===== src/rtl/avalon_rsa_pkg.sv =====
// Shared types and constants for the RSA byte-feeder slice.
//   state_t       : reader control FSM states
//   CSR_*         : CSR slave word offsets
//   WORD_W        : DRAM word width in bits
//   BYTES_PER_WORD: bytes presented per DRAM word
package avalon_rsa_pkg;

    typedef enum logic [1:0] {
        ST_IDLE  = 2'd0,
        ST_RUN   = 2'd1,
        ST_DRAIN = 2'd2
    } state_t;

    localparam logic [1:0] CSR_BASE  = 2'd0;
    localparam logic [1:0] CSR_COUNT = 2'd1;
    localparam logic [1:0] CSR_CTRL  = 2'd2;

    localparam int BYTES_PER_WORD = 32;
    localparam int WORD_W         = 256;

endpackage


===== src/rtl/rsa_word_fifo.sv =====
// Synchronous first-word-fall-through FIFO of DRAM words.
//   clk, reset : clock, asynchronous active-high reset
//   i_push     : write i_data (taken when not full, or when popping the same cycle)
//   i_pop      : consume o_data (taken when not empty)
//   o_data     : head word, valid while !o_empty
//   o_full/o_empty/o_used : occupancy
module rsa_word_fifo
    import avalon_rsa_pkg::*;
#(
    parameter int DEPTH = 4
)(
    input  logic                     clk,
    input  logic                     reset,
    input  logic                     i_push,
    input  logic [WORD_W-1:0]        i_data,
    input  logic                     i_pop,
    output logic [WORD_W-1:0]        o_data,
    output logic                     o_full,
    output logic                     o_empty,
    output logic [$clog2(DEPTH):0]   o_used
);
    localparam int PTR_W  = $clog2(DEPTH);
    localparam int USED_W = PTR_W + 1;

    logic [WORD_W-1:0] r_mem [DEPTH];
    logic [PTR_W-1:0]  r_wr_ptr;
    logic [PTR_W-1:0]  r_rd_ptr;
    logic [USED_W-1:0] r_used;

    logic w_push;
    logic w_pop;

    // A pop at full frees the slot the push is about to overwrite, so both proceed.
    assign w_pop  = i_pop && !o_empty;
    assign w_push = i_push && (!o_full || w_pop);

    // NOTE: storage has no reset; pointers and count define which entries are valid.
    always_ff @(posedge clk) begin
        if (w_push) begin
            r_mem[r_wr_ptr] <= i_data;
        end
    end

    // NOTE: sequential state uses non-blocking assignments so every flop samples pre-edge values.
    always_ff @(posedge clk or posedge reset) begin
        if (reset) begin
            r_wr_ptr <= '0;
            r_rd_ptr <= '0;
            r_used   <= '0;
        end else begin
            if (w_push) r_wr_ptr <= r_wr_ptr + 1'b1;
            if (w_pop)  r_rd_ptr <= r_rd_ptr + 1'b1;
            r_used <= r_used + USED_W'(w_push) - USED_W'(w_pop);
        end
    end

    assign o_data  = r_mem[r_rd_ptr];
    assign o_full  = (r_used == USED_W'(DEPTH));
    assign o_empty = (r_used == '0);
    assign o_used  = r_used;

endmodule


===== src/rtl/avalon_rsa_reader.sv =====
// Avalon-MM read master feeding the RSA byte engine.
//   avs_s0_* : CSR slave (0 base, 1 word count, 2 ctrl: wr bit0 start / rd bit0 busy, bit1 done)
//   avm_m0_* : read master fetching count 256-bit words from base, base+32, ...
//   st_*     : byte stream, byte k of a word is readdata[8k+7:8k]; st_last on final byte
// Reads are credited against FIFO space so the word FIFO can never overflow.
module avalon_rsa_reader
    import avalon_rsa_pkg::*;
#(
    parameter int FIFO_DEPTH = 4,
    parameter int CNT_W      = 16
)(
    input  logic              clk,
    input  logic              reset,
    input  logic [1:0]        avs_s0_address,
    input  logic              avs_s0_read,
    input  logic              avs_s0_write,
    input  logic [31:0]       avs_s0_writedata,
    output logic [31:0]       avs_s0_readdata,
    output logic              avs_s0_waitrequest,
    output logic [31:0]       avm_m0_address,
    output logic              avm_m0_read,
    input  logic              avm_m0_waitrequest,
    input  logic              avm_m0_readdatavalid,
    input  logic [WORD_W-1:0] avm_m0_readdata,
    output logic [7:0]        st_data,
    output logic              st_valid,
    input  logic              st_ready,
    output logic [4:0]        st_byte_idx,
    output logic              st_last
);
    localparam int USED_W = $clog2(FIFO_DEPTH) + 1;
    localparam int OFS_W  = $clog2(BYTES_PER_WORD);
    localparam logic [USED_W:0] DEPTH_L = (USED_W+1)'(FIFO_DEPTH);
    localparam logic [4:0]      K_LAST  = 5'(BYTES_PER_WORD - 1);

    state_t            r_state, w_state_nxt;
    logic [31:0]       r_base;
    logic [CNT_W-1:0]  r_count, r_issued, r_loaded;
    logic              r_done;
    logic [USED_W-1:0] r_outstanding;
    logic              r_read;
    logic [31:0]       r_address;
    logic [WORD_W-1:0] r_word;
    logic              r_sv;
    logic [4:0]        r_k;

    logic              w_busy, w_issue_en;
    logic              w_csr_wr_ok, w_start, w_count_zero;
    logic              w_accept, w_rvalid;
    logic [CNT_W-1:0]  w_issued_nxt;
    logic [USED_W-1:0] w_out_nxt, w_used_nxt, w_fifo_used;
    logic [USED_W:0]   w_inflight;
    logic              w_credit_ok;
    logic              w_xfer, w_word_end, w_load, w_last_xfer;
    logic [WORD_W-1:0] w_fifo_data;
    logic              w_fifo_full, w_fifo_empty;
    logic [31:0]       w_req_addr;

    rsa_word_fifo #(.DEPTH(FIFO_DEPTH)) u_fifo (
        .clk     (clk),
        .reset   (reset),
        .i_push  (w_rvalid),
        .i_data  (avm_m0_readdata),
        .i_pop   (w_load),
        .o_data  (w_fifo_data),
        .o_full  (w_fifo_full),
        .o_empty (w_fifo_empty),
        .o_used  (w_fifo_used)
    );

    // CSR writes and start are honoured only in IDLE.
    assign w_csr_wr_ok  = avs_s0_write && !w_busy;
    assign w_start      = w_csr_wr_ok && (avs_s0_address == CSR_CTRL) && avs_s0_writedata[0];
    assign w_count_zero = (r_count == '0);

    assign w_accept     = r_read && !avm_m0_waitrequest;
    // Responses with nothing outstanding (e.g. stragglers after a reset) are dropped.
    assign w_rvalid     = avm_m0_readdatavalid && (r_outstanding != '0);
    assign w_issued_nxt = r_issued + CNT_W'(w_accept);
    assign w_out_nxt    = r_outstanding + USED_W'(w_accept) - USED_W'(w_rvalid);
    assign w_used_nxt   = w_fifo_used + USED_W'(w_rvalid) - USED_W'(w_load);
    // The word held by the serializer is not counted: it already left the FIFO.
    assign w_inflight   = {1'b0, w_out_nxt} + {1'b0, w_used_nxt};
    assign w_credit_ok  = (w_inflight < DEPTH_L);
    assign w_req_addr   = r_base + {{(32-CNT_W-OFS_W){1'b0}}, w_issued_nxt, {OFS_W{1'b0}}};

    assign w_xfer      = r_sv && st_ready;
    assign w_word_end  = w_xfer && (r_k == K_LAST);
    // Reload on the final byte's edge so consecutive words stream without a bubble.
    assign w_load      = !w_fifo_empty && (!r_sv || w_word_end);
    assign w_last_xfer = w_word_end && st_last;

    // State register.
    always_ff @(posedge clk or posedge reset) begin
        if (reset) r_state <= ST_IDLE;
        else       r_state <= w_state_nxt;
    end

    // Next-state logic.
    // NOTE: every always_comb output gets a default first so no latch is inferred.
    always_comb begin
        w_state_nxt = r_state;
        unique case (r_state)
            ST_IDLE:  if (w_start && !w_count_zero)                w_state_nxt = ST_RUN;
            ST_RUN:   if (w_accept && (w_issued_nxt == r_count))   w_state_nxt = ST_DRAIN;
            ST_DRAIN: if (w_last_xfer)                             w_state_nxt = ST_IDLE;
            default:                                               w_state_nxt = ST_IDLE;
        endcase
    end

    // State-decoded outputs.
    always_comb begin
        w_busy     = (r_state != ST_IDLE);
        w_issue_en = (r_state == ST_RUN);
    end

    // CSRs, issue counters and the read request.
    always_ff @(posedge clk or posedge reset) begin
        if (reset) begin
            r_base        <= '0;
            r_count       <= '0;
            r_done        <= 1'b0;
            r_issued      <= '0;
            r_outstanding <= '0;
            r_read        <= 1'b0;
            r_address     <= '0;
        end else begin
            if (w_csr_wr_ok && (avs_s0_address == CSR_BASE))
                r_base <= {avs_s0_writedata[31:OFS_W], {OFS_W{1'b0}}};
            if (w_csr_wr_ok && (avs_s0_address == CSR_COUNT))
                r_count <= avs_s0_writedata[CNT_W-1:0];

            if (w_start) begin
                r_done   <= w_count_zero;
                r_issued <= '0;
            end else begin
                r_issued <= w_issued_nxt;
                if (w_last_xfer) r_done <= 1'b1;
            end

            r_outstanding <= w_out_nxt;

            // A stalled request keeps read and address unchanged.
            if (!(r_read && avm_m0_waitrequest)) begin
                r_read <= w_issue_en && (w_issued_nxt < r_count) && w_credit_ok;
                r_address <= w_req_addr;
            end
        end
    end

    // Byte serializer.
    always_ff @(posedge clk or posedge reset) begin
        if (reset) begin
            r_word   <= '0;
            r_sv     <= 1'b0;
            r_k      <= '0;
            r_loaded <= '0;
        end else begin
            if (w_load) begin
                r_word <= w_fifo_data;
                r_sv   <= 1'b1;
                r_k    <= '0;
            end else if (w_xfer) begin
                r_k <= r_k + 1'b1;
                if (r_k == K_LAST) r_sv <= 1'b0;
            end

            if (w_start)     r_loaded <= '0;
            else if (w_load) r_loaded <= r_loaded + 1'b1;
        end
    end

    always_comb begin
        avs_s0_readdata = '0;
        if (avs_s0_read) begin
            case (avs_s0_address)
                CSR_BASE:  avs_s0_readdata = r_base;
                CSR_COUNT: avs_s0_readdata = 32'(r_count);
                CSR_CTRL:  avs_s0_readdata = {30'b0, r_done, w_busy};
                default:   avs_s0_readdata = '0;
            endcase
        end
    end

    assign avs_s0_waitrequest = 1'b0;
    assign avm_m0_read        = r_read;
    assign avm_m0_address     = r_address;
    assign st_valid           = r_sv;
    assign st_data            = r_word[{r_k, 3'b000} +: 8];
    assign st_byte_idx        = r_k;
    // r_loaded counts words loaded this job, so the current word is the last when it equals count.
    assign st_last            = r_sv && (r_k == K_LAST) && (r_loaded == r_count);

endmodule

===== config.mk =====
export PLATFORM = sky130hd
export DESIGN_NAME = avalon_rsa_reader
export DESIGN_NICKNAME = d
export VERILOG_FILES = /design/src/rtl/avalon_rsa_pkg.sv /design/src/rtl/rsa_word_fifo.sv /design/src/rtl/avalon_rsa_reader.sv
export SDC_FILE = /design/constraint.sdc
export NUM_CORES = 2
export LEC_CHECK = 0
export CORE_MARGIN = 2
export CORE_UTILIZATION = 60
export CTS_BUF_LIST = sky130_fd_sc_hd__clkbuf_4 sky130_fd_sc_hd__clkbuf_8
export DETAILED_ROUTE_END_ITERATION = 10
export GPL_ROUTABILITY_DRIVEN = 1
export PLACE_DENSITY = 0.81
export SLEW_MARGIN = 20
export SYNTH_ARGS = -nofsm -noshare
export SYNTH_HDL_FRONTEND = slang
export SYNTH_SLANG_ARGS = --single-unit

===== constraint.sdc =====
create_clock -name clk -period 17 [get_ports clk]
set_clock_uncertainty 0.2 [all_clocks]
set_input_delay 1.7 -clock clk [delete_from_list [all_inputs] [get_ports clk]]
set_output_delay 1.7 -clock clk [all_outputs]
set_load 0.01 [all_outputs]

* Yosys cells after proc, flatten, opt, wreduce, memory -nomap -nowiden
Memory sizes are Yosys's and may differ from the RTL's. A register that Yosys moved wholly into a read port is not among the register bits.
Cells that the tools add are included.
** Word-level totals
- Bits in registers :: 127
- Word-level logic and storage cells :: 100
- Input bits :: 297
- Output and inout bits :: 81
- Memories kept :: 1
- Memory bits (writable) :: 1024
** Memories
- u_fifo.r_mem :: words 4, width 256, read ports 1, clocked after memory_dff 1, write ports 1, line rsa_word_fifo.sv:25 : logic [WORD_W-1:0] r_mem [DEPTH];
** Operators by class
- Shift operators :: 1
- Muxes and demuxes :: 18
- Order comparisons :: 2
- Add/sub/neg operators :: 13
- Reduce and logical (&&, ||, !) cells :: 40
- Eq/ne operators :: 11
** Operators with widths (number)
- $shiftx 256x9->8 :: 1
- $pmux 32 s3 :: 1
- $mux 16 :: 3
- $add 32x21->32 :: 1
- $eq 16x16->1 :: 2
- $mux 32 :: 1
- $logic_and 1x1->1 :: 20
- $add 16x1->16 :: 1
- $add 16x1->16 const B :: 1
- $logic_not 16->1 :: 1
- $lt 16x16->1 :: 1
- $mux 5 :: 2
- $reduce_bool 2->1 :: 5
- $add 3x1->3 :: 3
- $sub 3x1->3 :: 3
- $mux 1 :: 7
- $logic_not 1->1 :: 6
- $mux 2 :: 3
- $pmux 2 s3 :: 1
- $add 5x1->5 const B :: 1
- $eq 5x5->1 const B :: 1
- $add 2x1->2 const B :: 2
- $add 3x3->4 :: 1
- $eq 2x1->1 const B :: 2
- 11 further kinds :: 15

* Depth between registers and ports, before layout
- Depth in word-level cells :: 9
- Mapped depth :: 19
- Mapped depth without buffers :: 17

* By module
From an unflattened synthesis, not the netlist that was laid out.
** Second synthesis, totals
- Cells, all modules :: 2694
- Area total of the unflattened synthesis :: 55897.4 µm²
** By module, submodules not included
- rsa_word_fifo :: times used 1, area an instance 37800.0 µm², cells each 1375, seq. area each 30924.7 µm²
- avalon_rsa_reader :: times used 1, area an instance 18097.4 µm², cells each 1319, seq. area each 9283.9 µm²

* Worst setup path before layout
No wires, ideal clock.
- Path kind :: input -> register
- From :: input st_ready
- To :: memory u_fifo.r_mem[0][0], enable pin
- Required time :: 16.151 ns
- Arrival :: 8.096 ns
- Buffers on the path :: 0
- Stages :: 3
- Setup slack :: 8.055 ns
- Setup time :: 0.649 ns
- Cells stage by stage :: a21boi_1 -> a31oi_1 -> and2_1
** On the way
- Word-level cells in the longest chain between the ends :: 9
** Ends and longest elaborated chain
- from (decl) :: line avalon_rsa_reader.sv:27 : input logic st_ready,
- $logic_and 1x1->1 :: line avalon_rsa_reader.sv:87 : assign w_xfer = r_sv && st_ready;
- $logic_and 1x1->1 :: line avalon_rsa_reader.sv:88 : assign w_word_end = w_xfer && (r_k == K_LAST);
- $logic_or 1x1->1 :: line avalon_rsa_reader.sv:90 : assign w_load = !w_fifo_empty && (!r_sv || w_word_end);
- $logic_and 1x1->1 :: line avalon_rsa_reader.sv:90
- $logic_and 1x1->1 :: line rsa_word_fifo.sv:34 : assign w_pop = i_pop && !o_empty;
- $logic_or 1x1->1 :: line rsa_word_fifo.sv:35 : assign w_push = i_push && (!o_full || w_pop);
- $logic_and 1x1->1 :: line rsa_word_fifo.sv:35
- named net u_fifo.w_push :: line rsa_word_fifo.sv:30 : logic w_push;
- $mux 1 :: line rsa_word_fifo.sv:39 : if (w_push) begin
- $mux 1 (not written as such) :: line rsa_word_fifo.sv:40 : r_mem[r_wr_ptr] <= i_data;
- to (decl) :: line rsa_word_fifo.sv:25
The timed path passes the listed nets, and every way through them passes these cells.

* Final worst setup path
- From :: register r_k[0], in the netlist st_byte_idx[0]
- To :: output st_data[3]
** On the way
- Word-level cells in the longest chain between the ends :: 1
** Ends and longest elaborated chain
- from (decl) :: line avalon_rsa_reader.sv:45 : logic [4:0] r_k;
- from (signal assigned) :: line avalon_rsa_reader.sv:164 : r_k <= r_k + 1'b1;
- $shiftx 256x9->8 :: line avalon_rsa_reader.sv:189 : assign st_data = r_word[{r_k, 3'b000} +: 8];
- to (decl) :: line avalon_rsa_reader.sv:25 : output logic [7:0] st_data,
Every way passes these cells.

==> out/results.txt <==
The flow ran to the end, and the final reports show no timing, DRC or antenna violations. The die footprint is 0.0945 mm², and the global-route wire length before repair is 182,000 µm. Once detailed placement completed, the half-perimeter wirelength came to 76,100 µm. The number of cells after detailed placement came out at 4,164.

TritonCTS built the clock tree. Measured along the y axis, the die boundary spans 307 µm. The fraction of synthesized cell area taken by the top area cell type is 0.556, and the total global routing overflow is 0.

Number of I/O pins: 378. For the CTS H-tree depth, the log shows 4. Dividing the detail-routed wire length by the instance count gives 26.7 µm. After synthesis the netlist holds a flip-flop and latch count of 1,402.

In the post-route analysis, the smallest setup slack over all paths is 10.55 ns. The signal on the critical path passes through buf_6 > mux4_2 > mux4_2 > mux2_2 > clkdlybuf4s50_1. The synthesized area per cell is 20.5 µm², and the number of antenna violations at the first check in global routing is 39. The worst path buffer plus inverter count was 2; the worst-case vdd ir drop was 0.139 mV.

The post-synthesis sequential area ratio came out at 0.728. The largest single stage delay on the critical path is 0.83 ns. The share of flip-flops with an asynchronous set or reset is 0.270, and the final antenna-violating net count is 0. The tools report the relative slew slack as 0.205. For the pin with the worst max-slew slack, the measured transition is 1.19 ns. The run gives 0 as the number of warnings issued by yosys.

The share of cells above drive strength 1 came out at 0.316. Leaving out filler cells and counting taps, the final layout contains 4,583. The logs give 155 MHz for the upper clock frequency limit and 0.87 ns for the insertion delay of the later-clocked pin in the worst-skew pair. Most instantiated flip-flop cell in the synthesis netlist: sky130_fd_sc_hd__edfxtp_1.

The run gives 0.262 as the global-route total usage across every layer. For the largest net degree at the start of global routing, the log shows 175. The setup total negative slack was 0 ns; the number of instances resized during post-cts repair was 0. Prior to clock tree synthesis, the placed netlist has a worst setup slack of 10.16 ns.

The critical path is of the register to primary output type. In the routed design, unresolved DRC markers number 0. The signed area change from the synthesized netlist to the final layout is 17.2%, and the clock-pin slew of the registers on the worst-case setup and hold paths is 0.06 ns.

Of all cell types, the one taking the most synthesized area is sky130_fd_sc_hd__edfxtp_1. At the end of routability-driven placement, the weighted congestion stood at 0.830. During placement, the flow inserted port buffers numbering 371. For this run, the detailed router's first-pass iteration total came to 5. The synthesized design contains 1,024 enable-type register cells. Time the final worst path needs with I/O delays and setup: 6.45 ns. Power spread over the standard cell area amounts to 156 mW/mm². Horizontal die dimension: 307 µm. The slowest stage of the critical path is the sky130_fd_sc_hd__dfrtp_4 cell. For the row count, the log shows 111.

Setup violations remaining at the end of the flow were counted as 0. Share of the clock period used by the worst path after layout: 0.380. The cell type group with the largest total delay on the critical path is multiplexers. The average vias per placed instance was 6.07; the worst-path maximum fanout was 44.

Hold violation count in the final report: 0. After synthesis, the most frequently instantiated cells are sky130_fd_sc_hd__edfxtp_1 (1,024), sky130_fd_sc_hd__dfrtp_1 (378), sky130_fd_sc_hd__mux4_2 (336), sky130_fd_sc_hd__mux2_2 (307), sky130_fd_sc_hd__clkbuf_1 (68). The tools report the number of DRC markers after the initial detailed-route iteration as 2,496. At the worst endpoint, the required time is 15.10 ns. The effective utilization at floorplan is 0.604, and the synthesized instance count is 2,699. Final core utilization: 0.707. The logs give 3,542 for the layout net count and 0.0553 mm² for the post-synthesis instance area. For this block, the via count after detailed routing is 27,800. The most common cell in the synthesized netlist is sky130_fd_sc_hd__edfxtp_1.

Yosys mapped the design onto 53 distinct sky130hd cell types. Total count of max-transition violations in the final report: 0. The run gives 122,000 µm as the routed wire length. The path type of the worst min-delay path is register to register. In this run, CTS created clock tree buffers numbering 212. Sorting the synthesized cells by area gives the leading types as sky130_fd_sc_hd__edfxtp_1 (56%), sky130_fd_sc_hd__dfrtp_1 (17%), sky130_fd_sc_hd__mux4_2 (14%). The total core area came out at 0.0915 mm². Cell type with the highest occurrence count on the critical path: sky130_fd_sc_hd__mux4_2. Setup repair after global routing left no endpoint under its margin. The worst setup path is captured at a primary output. For the via count of the first global-routing pass, the log shows 29,300. For the critical path arrival, the log shows 4.55 ns. The startpoint type of the worst setup path was a register. Counting along the longest clock path gives a buffer depth of 3. In this run the post-CTS setup repair buffer count came out at 0. In this run, post-CTS hold repair placed 0 buffers. In this run the static leakage power is 23.9 nW. The tree built by TritonCTS fans out to 1,402 sinks. Clock root buffer: sky130_fd_sc_hd__clkbuf_8. The number of max-cap violations came out at 0.
## report_power, final
group / switching [mW] / total [mW] / internal [mW]
registers: 0.381 / 4.91 / 4.53
clock network: 1.27 / 2.82 / 1.54
logic: 1.15 / 2.34 / 1.20
total: 2.80 / 10.1 / 7.27
## placed cells by master (no fill, tap or decap), types with 27 or more instances in the layout
| master | Yosys | final |
|---|---|---|
| sky130_fd_sc_hd__clkbuf_8 | 0 | 239 |
| sky130_fd_sc_hd__clkinv_1 | 0 | 29 |
| sky130_fd_sc_hd__inv_1 | 40 | 39 |
| sky130_fd_sc_hd__mux2_2 | 307 | 307 |
| sky130_fd_sc_hd__nor2_1 | 60 | 60 |
| sky130_fd_sc_hd__xor2_1 | 29 | 29 |
| sky130_fd_sc_hd__clkdlybuf4s50_1 | 0 | 371 |
| sky130_fd_sc_hd__buf_4 | 6 | 27 |
| sky130_fd_sc_hd__clkbuf_4 | 0 | 101 |
| sky130_fd_sc_hd__xnor2_1 | 48 | 48 |
| sky130_fd_sc_hd__edfxtp_1 | 1024 | 1024 |
| sky130_fd_sc_hd__ha_1 | 48 | 48 |
| sky130_fd_sc_hd__dfrtp_1 | 378 | 373 |
| sky130_fd_sc_hd__nor2b_1 | 28 | 28 |
| sky130_fd_sc_hd__mux4_2 | 336 | 336 |
| sky130_fd_sc_hd__a21oi_1 | 27 | 27 |
| sky130_fd_sc_hd__nand2_1 | 65 | 65 |
## final cells by class
type | count | area [µm²]
fillers | 5272 | 26800
multi-input cells | 1132 | 14300
inverters | 40 | 158
well taps | 1186 | 1480
repair buffers | 405 | 4040
clock buffers | 340 | 4050
diodes | 14 | 35.0
clock inverters | 64 | 413
flip-flops and latches | 1402 | 40200
## metrics by stage
step / power [mW] / hold WS [ns] / cell area [µm²]
after CTS: 10.1 / 0.293 / 64700
after detailed placement: 7.33 / 0.279 / 60200
after global placement: 7.22 / 0.271 / 60200
final: 10.1 / 0.288 / 64700
after floorplan: 6.62 / 0.275 / 55300
after global routing: 10.5 / 0.312 / 64700
## cells by family after synthesis
kind of cell | count (synthesis) | share of synthesized area
xor gates and xnor gates | 77 | 0.0122
buffers and inverters | 170 | 0.0135
muxes | 656 | 0.202
and+or+nand+nor | 255 | 0.0231
adders and majority gates | 52 | 0.0123
DFF | 1402 | 0.728
other | 1 | 0.0000679
AOI/OAI and AO/OA | 86 | 0.00922
## sequential cells by signal, indices dropped and copies added (netlist names), 2 cells and up
| name | count |
|---|---|
| u_fifo.r_mem | 1024 |
| r_word | 256 |
| avm_m0_address | 27 |
| r_base | 27 |
| r_count | 16 |
| r_issued | 16 |
| r_loaded | 16 |
| st_byte_idx | 5 |
| r_outstanding | 3 |
| u_fifo.o_used | 3 |
| r_state | 2 |
| u_fifo.r_rd_ptr | 2 |
| u_fifo.r_wr_ptr | 2 |
## worst reg2reg max path, stage by stage (launching register included)
cell	delay, ns
sky130_fd_sc_hd__dfrtp_4	0.83
sky130_fd_sc_hd__ha_1	0.28
sky130_fd_sc_hd__and3_1	0.16
sky130_fd_sc_hd__ha_1	0.31
sky130_fd_sc_hd__a21boi_1	0.21
sky130_fd_sc_hd__a31oi_1	0.68
sky130_fd_sc_hd__and2_4	0.56
sky130_fd_sc_hd__buf_4	0.77
sky130_fd_sc_hd__buf_4	0.86
sky130_fd_sc_hd__buf_4	0.96
## per-layer routing
| metal | vias up | share of wire | global-route usage | routed length, µm |
|---|---|---|---|---|
| met1 | 14600 | 0.39 | 0.350 | 47300 |
| li1 | 11800 | - | - | - |
| met3 | 221 | 0.081 | 0.0743 | 9930 |
| met2 | 1128 | 0.51 | 0.426 | 62100 |
| met4 | 32 | 0.023 | 0.0792 | 2790 |
| met5 | - | 0.0017 | 0 | 208 |
## final timing paths
kind                            slack, ns  cells after the start                            from                              to
worst max-delay path                10.55                      5      st_byte_idx[0]$_DFFE_PP0P_                      st_data[3]
worst min-delay path                 0.29                      2  avm_m0_address[23]$_DFFE_PP0N_  avm_m0_address[23]$_DFFE_PP0N_
worst max register to register      10.71                      9      st_byte_idx[0]$_DFFE_PP0P_   u_fifo.r_mem[1][35]$_DFFE_PP_
worst min register to register       0.29                      2  avm_m0_address[23]$_DFFE_PP0N_  avm_m0_address[23]$_DFFE_PP0N_
max in group asynchronous           12.85                      4                           reset      st_byte_idx[2]$_DFFE_PP0P_
min in group asynchronous            1.25                      2                           reset         r_word[160]$_DFFE_PP0P_
Power figures use the tool's default switching activity.
